### src/rtl/spi_ram_pkg.sv
// Shared definitions for the SPI RAM master: command codes,
// FSM state encoding and frame geometry.
package spi_ram_pkg;

  localparam int FRAME_BITS = 10;
  localparam int DATA_BITS  = 8;

  localparam logic [1:0] CMD_WR_ADDR = 2'b00;
  localparam logic [1:0] CMD_WR_DATA = 2'b01;
  localparam logic [1:0] CMD_RD_ADDR = 2'b10;
  localparam logic [1:0] CMD_RD_DATA = 2'b11;

  typedef enum logic [2:0] {
    ST_IDLE  = 3'd0,
    ST_HDR   = 3'd1,
    ST_SHIFT = 3'd2,
    ST_GAP   = 3'd3,
    ST_RECV  = 3'd4,
    ST_END   = 3'd5
  } state_t;

  function automatic logic [FRAME_BITS-1:0] frame_word(
    input logic [1:0]           c,
    input logic [DATA_BITS-1:0] d
  );
    return {c, d};
  endfunction

endpackage

### src/rtl/spi_ram_master_shifter.sv
// Loadable PISO transmit register and SIPO receive register
// shared by the SPI RAM master frame sequencer.
module spi_shifter
  import spi_ram_pkg::*;
(
  input  logic                  clk,
  input  logic                  rst_n,
  input  logic                  load_i,
  input  logic [FRAME_BITS-1:0] frame_i,
  input  logic                  tx_adv_i,
  input  logic                  rx_adv_i,
  input  logic                  sin_i,
  output logic                  sout_o,
  output logic [DATA_BITS-1:0]  rx_next_o
);

  logic [FRAME_BITS-1:0] tx_q, tx_d;
  logic [DATA_BITS-1:0]  rx_q, rx_d;

  assign sout_o    = tx_q[FRAME_BITS-1];
  assign rx_next_o = {rx_q[DATA_BITS-2:0], sin_i};

  always_comb begin
    tx_d = tx_q;
    rx_d = rx_q;
    if (load_i) begin
      tx_d = frame_i;
    end else if (tx_adv_i) begin
      tx_d = {tx_q[FRAME_BITS-2:0], 1'b0};
    end
    if (rx_adv_i) begin
      rx_d = rx_next_o;
    end
  end

  always_ff @(posedge clk or negedge rst_n) begin
    if (!rst_n) begin
      tx_q <= '0;
      rx_q <= '0;
    end else begin
      tx_q <= tx_d;
      rx_q <= rx_d;
    end
  end

endmodule

### src/rtl/spi_ram_master.sv
// SPI RAM master frame sequencer: header, 10-bit frame, optional gap+receive.
// Optional frame counter output enabled by SPI_RAM_MASTER_FRMCNT_EN.
module spi_ram_master
  import spi_ram_pkg::*;
#(
  parameter int unsigned READ_GAP = 2
) (
  input  logic       clk,
  input  logic       rst_n,
  input  logic       start,
  input  logic [1:0] cmd,
  input  logic [7:0] wdata,
  output logic       busy,
  output logic       done,
  output logic [7:0] rdata,
  output logic       rdata_valid,
  output logic       MOSI,
  input  logic       MISO,
  output logic       SS_n
`ifdef SPI_RAM_MASTER_FRMCNT_EN
  ,
  output logic [15:0] frame_cnt
`endif
);

  localparam logic [3:0] SHIFT_LAST = 4'(FRAME_BITS - 1);
  localparam logic [3:0] GAP_LAST   = 4'(READ_GAP - 1);
  localparam logic [3:0] RECV_LAST  = 4'(DATA_BITS - 1);

  state_t     state_q, state_d;
  logic [3:0] cnt_q, cnt_d;
  logic [1:0] cmd_q, cmd_d;
  logic       ss_n_q, ss_n_d;
  logic       mosi_q, mosi_d;
  logic       busy_q, busy_d;
  logic       done_q, done_d;
  logic       rv_q, rv_d;
  logic [7:0] rdata_q, rdata_d;

  logic       load;
  logic       tx_adv;
  logic       rx_adv;
  logic       sout;
  logic [7:0] rx_next;

  spi_shifter u_shifter (
    .clk       (clk),
    .rst_n     (rst_n),
    .load_i    (load),
    .frame_i   (frame_word(cmd, wdata)),
    .tx_adv_i  (tx_adv),
    .rx_adv_i  (rx_adv),
    .sin_i     (MISO),
    .sout_o    (sout),
    .rx_next_o (rx_next)
  );

  // Outputs are registered: every branch sets the values
  // that the pins will show in the state being entered.
  always_comb begin
    state_d = state_q;
    cnt_d   = cnt_q;
    cmd_d   = cmd_q;
    ss_n_d  = 1'b1;
    mosi_d  = 1'b0;
    busy_d  = busy_q;
    done_d  = 1'b0;
    rv_d    = 1'b0;
    rdata_d = rdata_q;
    load    = 1'b0;
    tx_adv  = 1'b0;
    rx_adv  = 1'b0;
    unique case (state_q)
      ST_IDLE: begin
        busy_d = 1'b0;
        if (start) begin
          cmd_d   = cmd;
          load    = 1'b1;
          state_d = ST_HDR;
          ss_n_d  = 1'b0;
          mosi_d  = cmd[1];
          busy_d  = 1'b1;
        end
      end
      ST_HDR: begin
        state_d = ST_SHIFT;
        cnt_d   = SHIFT_LAST;
        ss_n_d  = 1'b0;
        mosi_d  = sout;
        tx_adv  = 1'b1;
      end
      ST_SHIFT: begin
        ss_n_d = 1'b0;
        if (cnt_q == 4'd0) begin
          if (cmd_q == CMD_RD_DATA) begin
            state_d = ST_GAP;
            cnt_d   = GAP_LAST;
          end else begin
            state_d = ST_END;
            ss_n_d  = 1'b1;
            done_d  = 1'b1;
          end
        end else begin
          cnt_d  = cnt_q - 4'd1;
          mosi_d = sout;
          tx_adv = 1'b1;
        end
      end
      ST_GAP: begin
        ss_n_d = 1'b0;
        if (cnt_q == 4'd0) begin
          state_d = ST_RECV;
          cnt_d   = RECV_LAST;
        end else begin
          cnt_d = cnt_q - 4'd1;
        end
      end
      ST_RECV: begin
        ss_n_d = 1'b0;
        rx_adv = 1'b1;
        if (cnt_q == 4'd0) begin
          state_d = ST_END;
          ss_n_d  = 1'b1;
          done_d  = 1'b1;
          rv_d    = 1'b1;
          rdata_d = rx_next;
        end else begin
          cnt_d = cnt_q - 4'd1;
        end
      end
      ST_END: begin
        state_d = ST_IDLE;
        busy_d  = 1'b0;
      end
      default: begin
        state_d = ST_IDLE;
        busy_d  = 1'b0;
      end
    endcase
  end

  always_ff @(posedge clk or negedge rst_n) begin
    if (!rst_n) begin
      state_q <= ST_IDLE;
      cnt_q   <= 4'd0;
      cmd_q   <= 2'b00;
      ss_n_q  <= 1'b1;
      mosi_q  <= 1'b0;
      busy_q  <= 1'b0;
      done_q  <= 1'b0;
      rv_q    <= 1'b0;
      rdata_q <= 8'h00;
    end else begin
      state_q <= state_d;
      cnt_q   <= cnt_d;
      cmd_q   <= cmd_d;
      ss_n_q  <= ss_n_d;
      mosi_q  <= mosi_d;
      busy_q  <= busy_d;
      done_q  <= done_d;
      rv_q    <= rv_d;
      rdata_q <= rdata_d;
    end
  end

  assign SS_n        = ss_n_q;
  assign MOSI        = mosi_q;
  assign busy        = busy_q;
  assign done        = done_q;
  assign rdata_valid = rv_q;
  assign rdata       = rdata_q;

`ifdef SPI_RAM_MASTER_FRMCNT_EN
  logic [15:0] fcnt_q, fcnt_d;

  always_comb begin
    fcnt_d = fcnt_q;
    if (done_q) begin
      fcnt_d = fcnt_q + 16'd1;
    end
  end

  always_ff @(posedge clk or negedge rst_n) begin
    if (!rst_n) begin
      fcnt_q <= 16'd0;
    end else begin
      fcnt_q <= fcnt_d;
    end
  end

  assign frame_cnt = fcnt_q;
`endif

endmodule

### config.mk
export PLATFORM = sky130hd
export DESIGN_NAME = spi_ram_master
export DESIGN_NICKNAME = d
export VERILOG_FILES = /design/src/rtl/spi_ram_pkg.sv /design/src/rtl/spi_ram_master_shifter.sv /design/src/rtl/spi_ram_master.sv
export SDC_FILE = /design/constraint.sdc
export NUM_CORES = 1
export LEC_CHECK = 0
export ABC_AREA = 1
export CAP_MARGIN = 20
export CORE_ASPECT_RATIO = 1.25
export CORE_MARGIN = 2
export CORE_UTILIZATION = 45
export DETAILED_ROUTE_END_ITERATION = 6
export MAX_ROUTING_LAYER = met4
export PLACE_DENSITY_LB_ADDON = 0.1
export SETUP_SLACK_MARGIN = 0.3
export SKIP_CTS_REPAIR_TIMING = 1
export SLEW_MARGIN = 20
export SYNTH_ARGS = -nofsm -noshare
export SYNTH_HDL_FRONTEND = slang
export SYNTH_HIERARCHICAL = 1
export SYNTH_SLANG_ARGS = --single-unit
### constraint.sdc
create_clock -name clk -period 2.3 [get_ports clk]
set_input_delay 0.575 -clock clk [delete_from_list [all_inputs] [get_ports clk]]
set_output_delay 0.575 -clock clk [all_outputs]
set_load 0.01 [all_outputs]
==> reports/metrics.yaml, run 1 <==
run_status:
  outcome: "finished, final reports clean"
setup_path:
  timing.reg2reg.worst_path_depth: 8
  slowest_stage: "sky130_fd_sc_hd__dfstp_2"
  crit_chain: "clkdlybuf4s50_1"
  critical_path_cell_count: 1
  worst-endpoint-arrival_ps: 1320
  critPathKind: "flop to output port"
  worst_setup_path_start_kind: "flop"
  critPathCapture: "SS_n"
  buffer_and_inverter_count_on_the_worst_path: 1
  critical_path.endpoint_type: "output port"
  crit_path_max_fanout: 1
  r2r-start: "cnt_q[0]"
  critPathRequiredTime_ps: 1730
  regToRegEndpoint: "u_shifter/tx_q[6]"
  critPathTopFamily: "flip-flops"
  timing.critical_path.slowest_cell_delay_ps: 520
  worstSetupStartpoint: "SS_n"
  timing.reg2reg.setup_slack_ps: 590
grt:
  global_route.usage.total_pct: 17.6
  grt_antenna_before_repair: 0
  grt_pass1_wl_um: 5880
  globalRouteOverflowTotal: 0
  via_count_of_the_first_global_routing_pass: 1357
  grt_start_max_net_pins: 40
routing:
  detail_route.first_pass.iterations: 4
  detail_route.wl_per_cell_um: 10.8
  route.antenna.remaining_nets: 0
  drt_drc_violations_left: 0
  vias: 1435
  drt-vias-per-instance: 4.67
  drt_first_iter_violations: 86
  route.final.wire_length_um: 3320
hold_path:
  hold_path_class: "input port to asynchronous set/reset pin"
power:
  pwr-share-comb_pct: 44.3
  static-leakage-power_nw: 1.14
  clock_power_share_pct: 16.8
  power.internal_mw: 1.81
  flop_pwr_share_pct: 38.9
  cellPowerDensity_nw_per_um2: 1360
  power.share.switching_pct: 40.0
  net_sw_power_mw: 1.21
  worst_ir_drop_vdd_mv: 0.551
synth:
  yosysTopAreaCell: "sky130_fd_sc_hd__dfrtp_1"
  synthCells: 220
  post_synthesis_cell_area_um2: 1810
  postSynthNetCount: 235
  synth-warning-count: 6
  synth_top_area_share_pct: 52.5
  synth-seq-area-share_pct: 53.9
  register_bit_total_from_synthesis: 39
  synth_cell_types: 22
  avgSynthCellArea_um2: 8.24
  synth.top_cells.by_area: "sky130_fd_sc_hd__dfrtp_1 52%, sky130_fd_sc_hd__nand2_1 19%, sky130_fd_sc_hd__nand3_1 6.9%"
clocking:
  cts_max_level: 2
  tritoncts_clock_tree: "yes"
  clk_transition_reported_paths_ps: 80
  clk-insertion-delay-late_ps: 290
  ctsRootBufferMaster: "sky130_fd_sc_hd__clkbuf_8"
  numClockSinks: 39
  cts_max_path_buffers: 2
  numCtsBuffers: 5
floorplanning:
  core.rowCount: 25
  die_area_um2: 4550
  dieWidth_um: 60.8
  floorplan.core_area_um2: 3820
  start_util_pct: 47.5
  pin_count: 27
  die_y_um: 74.9
finish:
  layout.core_utilization_pct: 58.3
  fin_area_um2: 2220
  final_nets: 267
  post_route_cells_drive_above_1_share_pct: 12.6
  layout-area-overhead-vs-synth_pct: 22.8
  insertedDiodeCount: 0
job:
  cap_violations: 0
sta:
  grt_setup_unrepaired: "no"
  final_min_period_over_clock_period_pct: 82.5
  period_minus_slack_ps: 1900
  setup_ws_final_ps: 404
  timing.final.max_slew_violations: 0
  hold_viol_final: 0
  timing_worst_slew_pin_value_ps: 484
  timing.slew.headroom_pct: 67.7
  fmax_ghz: 0.527
  fin_setup_tns_ps: 0
  report.final.setup_viol: 0
  fin_skew_ps: 4.58
place:
  routabilityCongestion: 0.902
  detailedPlace.worstSlack_ps: 497
  dpl_cell_area_um2: 2110
  dp_hpwl_um: 2350
  place.port_buffers: 26
-- cells in the mapped netlist, drive strengths merged --
library cell and count:
nand2 99, buf 4, o21ai 10, xor2 1, dfstp 1, inv 21, a21oi 3, nand3 25
and2 1, o31ai 1, nor2 14, nand4 1, ha 1, dfrtp 38
-- per-stage QoR --
step / cells / hold WS, ps / total power [mW]
after floorplan: 220 / 279 / 2.13
after global placement: 298 / 452 / 2.50
after detailed placement: 298 / 460 / 2.53
after CTS: 306 / 352 / 3.05
after global routing: 307 / 378 / 3.31
final: 307 / 333 / 3.02
-- state kept, by name, summed over array words and instances (netlist names) --
signal          flops
rdata               8
rdata_valid         1
busy                1
done                1
u_shifter/rx_q      7
SS_n                1
cmd_q               2
cnt_q               4
u_shifter/tx_q     10
MOSI                1
state_q             3
-- layer usage --
layer	global-route usage [%]	vias to the layer above	wire length (um)
li1	-	749	-
met1	22.5	661	1530
met5	-	-	0
met2	26.9	21	1660
met4	7.49	0	31
met3	3.78	4	92
-- layout by cell type (no fill, tap or decap) --
cell type / instances
sky130_fd_sc_hd__a21oi_1: 3
sky130_fd_sc_hd__and2_1: 1
sky130_fd_sc_hd__buf_2: 1
sky130_fd_sc_hd__buf_4: 2
sky130_fd_sc_hd__clkbuf_8: 7
sky130_fd_sc_hd__clkdlybuf4s50_1: 25
sky130_fd_sc_hd__clkinvlp_4: 1
sky130_fd_sc_hd__dfrtp_1: 38
sky130_fd_sc_hd__dfstp_2: 1
sky130_fd_sc_hd__ha_1: 1
sky130_fd_sc_hd__inv_1: 17
sky130_fd_sc_hd__inv_2: 4
sky130_fd_sc_hd__nand2_1: 91
sky130_fd_sc_hd__nand2_2: 4
sky130_fd_sc_hd__nand2_4: 4
sky130_fd_sc_hd__nand3_1: 25
sky130_fd_sc_hd__nand4_1: 1
sky130_fd_sc_hd__nor2_1: 9
sky130_fd_sc_hd__nor2_2: 5
sky130_fd_sc_hd__nor2_4: 1
sky130_fd_sc_hd__o21ai_0: 2
sky130_fd_sc_hd__o21ai_1: 6
sky130_fd_sc_hd__o21ai_2: 2
sky130_fd_sc_hd__o31ai_1: 1
sky130_fd_sc_hd__xor2_1: 1
-- cell type report --
class,count,area (um^2)
Multi-Input combinational cell,157,727
Timing Repair Buffer,28,270
Clock buffer,7,96.3
Inverter,21,78.8
Sequential cell,39,977
Fill cell,382,1590
Clock inverter,1,7.51
Tap cell,54,67.6
-- cells by family after synthesis --
family | count (synthesis) | share of synthesized area, %
buf+inv | 25 | 6.42
compound gates | 14 | 4.42
simple gates | 140 | 34.0
flops | 39 | 53.9
fa+ha+maj | 1 | 0.690
xor+xnor | 1 | 0.484
-- worst min path at each step --
stage                                 start  endpoint  slack [ps]  cells past startpoint
after floorplan                       rst_n      MOSI         280                      0
after global placement    u_shifter/rx_q[0]  rdata[1]         450                      2
after detailed placement           cmd_q[0]  cmd_q[0]         460                      2
after CTS                             rst_n  rdata[2]         350                      2
after global routing                  rst_n      MOSI         380                      2
final                                 rst_n  cnt_q[2]         330                      2
-- power by group through the flow --
stage | Combinational [mW] | Sequential [mW] | Clock (mW)
after global routing | 1.53 | 1.22 | 0.552
after detailed placement | 1.34 | 1.19 | 0
after CTS | 1.34 | 1.18 | 0.527
final | 1.34 | 1.18 | 0.506
after floorplan | 0.938 | 1.20 | 0
after global placement | 1.31 | 1.19 | 0
(Power assumes the default switching activity.)
==> run 2, diff against run 1 <==
==> constraint.sdc (replaced) <==
create_clock -name clk -period 1.9 [get_ports clk]
set_input_delay 0.475 -clock clk [delete_from_list [all_inputs] [get_ports clk]]
set_output_delay 0.475 -clock clk [all_outputs]
set_load 0.01 [all_outputs]
==> reports/metrics.yaml, run 2 (synthesis results as in run 1) <==
run_status:
  outcome: "finished, final reports clean"
sta:
  final_min_period_over_clock_period_pct: 78.2
  fin_skew_ps: 4.16
  fin_setup_tns_ps: 0
  grt_setup_unrepaired: "yes"
  hold_viol_final: 0
  post_route_hold_slack_ps: 143
  timing.slew.headroom_pct: 82.9
  timing_worst_slew_pin_value_ps: 253
  fmax_ghz: 0.673
  report.final.setup_viol: 0
  timing.final.max_slew_violations: 0
  period_minus_slack_ps: 1490
floorplanning:
  dieWidth_um: 60.8
  die_y_um: 74.9
  die_area_um2: 4550
  pin_count: 27
  floorplan.core_area_um2: 3820
  start_util_pct: 47.5
  core.rowCount: 25
finish:
  post_route_cells_drive_above_1_share_pct: 14.6
  layout-area-overhead-vs-synth_pct: 26.7
  final_nets: 267
  largest_register: "u_shifter/tx_q"
  insertedDiodeCount: 0
  largest_register_ff_count: 10
  layout.core_utilization_pct: 60.1
  most-common-layout-cells: "90 x sky130_fd_sc_hd__nand2_1, 37 x sky130_fd_sc_hd__dfrtp_1, 25 x sky130_fd_sc_hd__nand3_1"
  commonest_non_fill_non_tap_cell_in_the_layout: "sky130_fd_sc_hd__nand2_1"
  fin_area_um2: 2290
place:
  routabilityCongestion: 0.893
  dp_hpwl_um: 2440
  dpl_cell_area_um2: 2130
  place.port_buffers: 26
power:
  static-leakage-power_nw: 1.34
  net_sw_power_mw: 1.48
  pwr-share-comb_pct: 43.1
  cellPowerDensity_nw_per_um2: 1640
  flop_pwr_share_pct: 38.0
  clock_power_share_pct: 18.9
  worst_ir_drop_vdd_mv: 0.961
  total_power_draw_mw: 3.76
  power.share.switching_pct: 39.3
  power.internal_mw: 2.28
clocking:
  cts_max_level: 2
  ctsRootBufferMaster: "sky130_fd_sc_hd__clkbuf_8"
  clk-insertion-delay-late_ps: 290
  numCtsBuffers: 5
  tritoncts_clock_tree: "yes"
  cts_max_path_buffers: 2
  numClockSinks: 39
  clk_transition_reported_paths_ps: 80
setup_path:
  crit_path_max_fanout: 10
  regToRegEndpoint: "u_shifter/tx_q[2]"
  critPathKind: "flop to flop"
  worst_setup_path_start_kind: "flop"
  critPathRequiredTime_ps: 2080
  worst-endpoint-arrival_ps: 1660
  timing.reg2reg.setup_slack_ps: 410
  critPathCapture: "u_shifter/tx_q[2]"
  critical_path.endpoint_type: "flop"
  r2r-start: "cnt_q[0]"
  worstSetupStartpoint: "cnt_q[0]"
  timing.reg2reg.worst_path_depth: 8
grt:
  grt_start_max_net_pins: 40
  gr-usage-met3_pct: 5.33
  grt_busiest_layer: "met2"
  gr-usage-met1_pct: 21.3
  globalRouteOverflowTotal: 0
  global_route.usage.total_pct: 17.9
  via_count_of_the_first_global_routing_pass: 1343
  grt_antenna_before_repair: 0
  grt_pass1_wl_um: 5800
  grt_util_met2_pct: 27.5
routing:
  drt_first_iter_violations: 42
  drt-vias-per-instance: 4.71
  route.final.wire_length_um: 3420
  route.antenna.remaining_nets: 0
  detail_route.wl_per_cell_um: 11.1
  drt_drc_violations_left: 0
  detail_route.first_pass.iterations: 4
  vias: 1445
job:
  cap_violations: 0
hold_path:
  hold_path_class: "input port to asynchronous set/reset pin"
run 2: cell count changes in the layout (fill, tap and decap cells not counted), moves of 2 or more:
cell / delta
sky130_fd_sc_hd__clkdlybuf4s50_1: -13
sky130_fd_sc_hd__dlymetal6s2s_1: +13
sky130_fd_sc_hd__inv_2: +2
sky130_fd_sc_hd__inv_1: -2
run 2: critical path, stage by stage (launching register included):
cell and delay (ps):
sky130_fd_sc_hd__dfrtp_1 400, sky130_fd_sc_hd__inv_2 90, sky130_fd_sc_hd__ha_2 190, sky130_fd_sc_hd__nand2_2 110, sky130_fd_sc_hd__nand2_2 120, sky130_fd_sc_hd__nand2_1 110
sky130_fd_sc_hd__buf_4 190, sky130_fd_sc_hd__nand3_1 90, sky130_fd_sc_hd__nand3_1 70
run 2: worst min-delay path by stage:
stage	from	to
2_1_floorplan	rst_n	MOSI
3_3_place_gp	u_shifter/rx_q[0]	rdata[1]
3_5_place_dp	rst_n	state_q[1]
4_1_cts	rst_n	state_q[1]
5_1_grt	rst_n	state_q[1]
6_report	rst_n	done
run 2: layer usage:
layer	vias up	part of all wire, %
met1	662	45
met5	-	0
met3	6	3.1
li1	747	-
met2	30	50
met4	0	1.6
run 2: metrics by stage:
step                      instances  worst slack, ps
final                           307              414
after CTS                       307             84.1
after global routing            307              297
after detailed placement        299              201
after floorplan                 220              421
after global placement          299              226
run 2: cell type report:
type / count / area (um^2)
Fill cell: 358 / 1520
Sequential cell: 39 / 978
Multi-Input combinational cell: 156 / 726
Timing Repair Buffer: 29 / 327
Clock buffer: 6 / 82.6
Inverter: 21 / 78.8
Tap cell: 54 / 67.6
Clock inverter: 2 / 35.0
run 2: power by group through the flow:
| stage | registers [mW] | clock network [mW] | logic [mW] |
|---|---|---|---|
| after floorplan | 1.45 | 0 | 1.13 |
| after global placement | 1.44 | 0 | 1.61 |
| after detailed placement | 1.45 | 0 | 1.64 |
| after CTS | 1.43 | 0.723 | 1.65 |
| after global routing | 1.47 | 0.758 | 1.85 |
| final | 1.43 | 0.708 | 1.62 |
